==> config.mk <==
export PLATFORM = sky130hd
export DESIGN_NAME = imem_fetch_sequencer
export DESIGN_NICKNAME = d
export VERILOG_FILES = /design/src/rtl/imem_fetch_sequencer.sv
export SDC_FILE = /design/constraint.sdc
export NUM_CORES = 1
export LEC_CHECK = 0
export CAP_MARGIN = 40
export CORE_UTILIZATION = 48
export DETAILED_ROUTE_END_ITERATION = 10
export GPL_TIMING_DRIVEN = 0
export PLACE_DENSITY = 0.86
export SETUP_SLACK_MARGIN = 0.05
export SKIP_CTS_REPAIR_TIMING = 1
export SKIP_LAST_GASP = 1
export SLEW_MARGIN = 25
export SYNTH_ARGS = -nofsm -noshare
export SYNTH_HDL_FRONTEND = slang
export SYNTH_SLANG_ARGS = --single-unit
==> constraint.sdc <==
create_clock -name clk -period 6.75 [get_ports clk]
set_input_delay 1.0125 -clock clk [delete_from_list [all_inputs] [get_ports clk]]
set_output_delay 1.0125 -clock clk [all_outputs]
set_load 0.1 [all_outputs]
==> src/rtl/imem_fetch_sequencer.sv <==
// Fetch sequencer: owns the PC, issues synchronous-read requests to the
// instruction memory, and buffers returned words in a small FIFO for decode.
module imem_fetch_sequencer #(
    parameter int          DATA_WIDTH = 32,
    parameter int          ADDR_WIDTH = 10,
    parameter int          DEPTH      = 2,
    parameter logic [31:0] RESET_PC   = 32'h0000_0000
) (
    input  logic                  clk,
    input  logic                  rst_n,
    input  logic                  start,
    input  logic                  halt,
    input  logic                  redirect_valid,
    input  logic [31:0]           redirect_pc,
    output logic [ADDR_WIDTH-1:0] mem_addr,
    output logic                  mem_rd_en,
    input  logic [DATA_WIDTH-1:0] mem_data,
    output logic                  instr_valid,
    output logic [DATA_WIDTH-1:0] instr,
    output logic [31:0]           instr_pc,
    input  logic                  instr_ready,
    output logic                  busy
);

    localparam int PTR_W = (DEPTH > 1) ? $clog2(DEPTH) : 1;
    localparam int CNT_W = $clog2(DEPTH + 1);

    typedef enum logic {
        IDLE = 1'b0,
        RUN  = 1'b1
    } state_t;

    state_t state, state_nxt;

    logic [31:0] fetch_pc, fetch_pc_nxt;

    // Stage p0 is the issue cycle, stage p1 the cycle the memory returns data.
    logic        vld_p0;
    logic        vld_p1;
    logic [31:0] pc_p1;

    logic [DATA_WIDTH-1:0] fifo_data [DEPTH];
    logic [31:0]           fifo_pc   [DEPTH];
    logic [PTR_W-1:0]      rd_ptr, wr_ptr;
    logic [CNT_W-1:0]      count;
    logic [CNT_W:0]        credit;
    logic                  push, pop;

    // Low two bits of a redirect target are not meaningful for word fetches.
    logic unused_redirect_lsbs;
    assign unused_redirect_lsbs = ^redirect_pc[1:0];

    function automatic logic [PTR_W-1:0] ptr_inc(input logic [PTR_W-1:0] p);
        if (p == PTR_W'(DEPTH - 1)) begin
            return '0;
        end
        return p + PTR_W'(1);
    endfunction

    assign instr_valid = (count != '0);
    assign pop         = instr_valid & instr_ready;
    assign push        = vld_p1 & ~redirect_valid;
    // Entries occupied or already promised after this cycle's pop.
    assign credit      = {1'b0, count} + (CNT_W + 1)'(vld_p1) - (CNT_W + 1)'(pop);

    assign mem_addr  = fetch_pc[ADDR_WIDTH+1:2];
    assign mem_rd_en = vld_p0;
    assign busy      = (state == RUN);
    assign instr     = instr_valid ? fifo_data[rd_ptr] : '0;
    assign instr_pc  = instr_valid ? fifo_pc[rd_ptr]   : '0;

    // Next-state, next-PC and issue decision; redirect overrides everything.
    always_comb begin
        state_nxt    = state;
        fetch_pc_nxt = fetch_pc;
        vld_p0       = 1'b0;
        if (redirect_valid) begin
            state_nxt    = RUN;
            fetch_pc_nxt = {redirect_pc[31:2], 2'b00};
        end else begin
            case (state)
                IDLE: begin
                    if (start) begin
                        state_nxt    = RUN;
                        fetch_pc_nxt = RESET_PC;
                    end
                end
                RUN: begin
                    if (!halt && (credit < (CNT_W + 1)'(DEPTH))) begin
                        vld_p0       = 1'b1;
                        fetch_pc_nxt = fetch_pc + 32'd4;
                    end
                end
                default: state_nxt = IDLE;
            endcase
        end
    end

    // State, PC and in-flight flag registers.
    always_ff @(posedge clk) begin
        if (!rst_n) begin
            state    <= IDLE;
            fetch_pc <= RESET_PC;
            vld_p1   <= 1'b0;
        end else begin
            state    <= state_nxt;
            fetch_pc <= fetch_pc_nxt;
            vld_p1   <= vld_p0;
        end
    end

    // p0 -> p1: remember which PC the outstanding read belongs to.
    always_ff @(posedge clk) begin
        if (vld_p0) begin
            pc_p1 <= fetch_pc;
        end
    end

    // FIFO pointers and occupancy; redirect flushes, push and pop may coincide.
    always_ff @(posedge clk) begin
        if (!rst_n) begin
            rd_ptr <= '0;
            wr_ptr <= '0;
            count  <= '0;
        end else if (redirect_valid) begin
            rd_ptr <= '0;
            wr_ptr <= '0;
            count  <= '0;
        end else begin
            if (push) begin
                wr_ptr <= ptr_inc(wr_ptr);
            end
            if (pop) begin
                rd_ptr <= ptr_inc(rd_ptr);
            end
            case ({push, pop})
                2'b10:   count <= count + CNT_W'(1);
                2'b01:   count <= count - CNT_W'(1);
                default: count <= count;
            endcase
        end
    end

    // p1 -> FIFO: capture the returned word with its PC.
    always_ff @(posedge clk) begin
        if (push) begin
            fifo_data[wr_ptr] <= mem_data;
            fifo_pc[wr_ptr]   <= pc_p1;
        end
    end

endmodule

==> results.json <==
{
  "slew_headroom_pct": 48.8,
  "cts.clk_slew.worst_paths_ns": 0.07,
  "grt_max_degree": 40,
  "grt_pass1_wl_um": 31600,
  "io_buffers": 143,
  "finClkSkew_ns": 0.00879,
  "max_freq_ghz": 0.173,
  "ys_ff_latch": 199,
  "yosys.area.top_type": "edfxtp_1",
  "powerDensity_nw_per_um2": 226,
  "slew_violations": 0,
  "drc": 0,
  "cp.required_ns": 5.74,
  "cp_max_fo": 33,
  "pre_cts_ws_ns": 1.04,
  "grt.total_usage_pct": 23.2,
  "hp-class": "reg2reg",
  "dominantRegCellSynth": "edfxtp_1",
  "synth_area_leaders": "edfxtp_1, dfxtp_1, mux2i_1",
  "rsz0062_at_grt": "false",
  "gr-total-overflow": 0,
  "status": "finished, final reports clean",
  "routedWlPerCell_um": 18.2,
  "antenna_cells": 0,
  "die_h_um": 133,
  "async_flop_share_pct": 0,
  "cts_tree": "yes",
  "cap_violations": 0,
  "antenna_found_initial": 0,
  "clock-root-buffer": "clkbuf_16",
  "worstMarginPinSlew_ns": 0.767,
  "synth.avg_cell_area_um2": 13.3,
  "postSynthCellCount": 622,
  "ys_seq_area_share_pct": 67.6,
  "core_um2": 16700,
  "ir_drop_mv": 0.183,
  "ant_nets": 0,
  "p_leak_uw": 0.00417,
  "cp-end-kind": "primary output",
  "synth_fp_nets": 694,
  "synth_most_common_cell": "edfxtp_1",
  "fin_nets": 942,
  "n_fill_cell": 1053,
  "routed_wl_um": 20100,
  "gp_congestion": 0.893,
  "io-pin-count": 147,
  "synth_area_um2": 8260,
  "fin_crit_sh_pct": 85.5,
  "period_needed_ns": 5.77,
  "netlist.area_leader.share_pct": 58.2,
  "vias_per_cell": 5.50,
  "fin_setup_tns_ns": 0,
  "worstHoldPathCells": 0,
  "drive_above_1_share_pct": 17.6,
  "path_class": "in2out",
  "clock_sinks": 199,
  "htree_levels": 4,
  "rows": 47,
  "yosysUniqueCellTypes": 60,
  "syn_to_final_growth_pct": 45.5,
  "hold_viol_final": 0,
  "initial_core_util_pct": 49.5,
  "setup_violations": 0,
  "fin_ws_ns": 0.978,
  "dp_hpwl_um": 14500,
  "cts_max_path_buffers": 2,
  "arrival_ns": 4.76,
  "reg2reg_depth": 9,
  "yosys_warnings": 0,
  "clock_latency_ns": 0.42,
  "synth-edff-count": 160,
  "die_w_um": 133,
  "die_area_um2": 17700,
  "synthTopCellsByCount": "edfxtp_1, nor2_1, mux2i_1",
  "vias": 6063,
  "grt_pass1_vias": 6063,
  "first_iter_violations": 667,
  "worstSetupStartpointType": "input port",
  "drt_first_pass_iters": 5,
  "numCtsBuffers": 17
}
through the flow:
| stage | hold slack [ns] | cell area (um^2) | instances | util [%] | power [uW] |
|---|---|---|---|---|---|
| final | 0.437 | 12000 | 1103 | 72.0 | 2720 |
| after detailed placement | 0.421 | 11400 | 1071 | 68.1 | 1640 |
| after global placement | 0.408 | 9970 | 985 | 59.7 | 1600 |
| after global routing | 0.441 | 12000 | 1103 | 72.0 | 2780 |
| after floorplan | 0.400 | 8260 | 622 | - | 1520 |
| after CTS | 0.435 | 12000 | 1103 | 72.0 | 2720 |
sequential cells by signal (all words and copies together), names as in the netlist, named ones only:
register and cells:
busy 1, count 2, fetch_pc 32, fifo_data 64, fifo_pc 64, pc_p1 32
rd_ptr 1, vld_p1 1, wr_ptr 1
final cells by class:
type                            instances  area [um^2]  area share, %
Timing Repair Buffer                  229         2830           23.5
Inverter                               11         41.3          0.343
Sequential cell                       199         5590           46.5
Clock buffer                           18          429           3.57
Clock inverter                         14          219           1.82
Multi-Input combinational cell        366         2410           20.1
Buffer                                 46          229           1.90
Tap cell                              220          275           2.29
where the power goes:
part           total (uW)  switching (uW)  internal (uW)  leakage [uW]
Sequential           1380            27.0           1350       0.00177
Clock                1100             435            662      0.000312
Combinational         240             138            102       0.00210
critical path, cell delays in order:
cell and delay [ns]:
clkdlybuf4s50_1 0.52, and3_1 0.24, a21o_1 0.12, nand2_1 0.08, fa_1 0.49, nor2b_1 0.28
a311o_1 0.22, buf_2 0.19, nand2_1 0.14, inv_2 0.60, clkdlybuf4s50_1 0.65, buf_8 0.20
placed cells by master (no fill, tap or decap), types with 17 or more instances in the layout:
cell / count
buf_4: 18
dfxtp_1: 39
buf_8: 64
nor2_1: 102
mux2i_1: 69
edfxtp_1: 160
o21ai_0: 19
nand2_1: 28
clkbuf_16: 17
clkdlybuf4s50_1: 143
final timing paths:
path / start / slack (ns) / end
setup / recovery: instr_ready / 0.98 / mem_rd_en
hold / removal: fetch_pc[17]$_SDFFE_PN0P_ / 0.44 / pc_p1[17]$_DFFE_PP_
hold reg to reg: fetch_pc[17]$_SDFFE_PN0P_ / 0.44 / pc_p1[17]$_DFFE_PP_
setup reg to reg: count[1]$_SDFFE_PP0P_ / 3.48 / pc_p1[20]$_DFFE_PP_
logic make-up (layout without fill, tap and decap cells):
family	Yosys count	in the layout	synth area share, %
AO/OA/AOI/OAI	86	86	7.32
multiplexers	69	69	8.36
adder cells (fa/ha/maj)	2	2	0.394
XOR/XNOR	3	3	0.318
AND/OR/NAND/NOR	206	206	12.7
flip-flops	199	199	67.6
buffers and inverters	57	318	3.27
routing by layer:
| metal | vias to the layer above | GRT usage [%] | share of wire (%) |
|---|---|---|---|
| met1 | 2889 | 28.4 | 40 |
| met3 | 47 | 4.19 | 6.3 |
| met4 | 0 | 9.72 | 2.4 |
| met2 | 297 | 40.6 | 51 |
| met5 | - | 0 | 0 |
| li1 | 2830 | - | - |
Note: power is estimated with default switching activity, not from simulation.
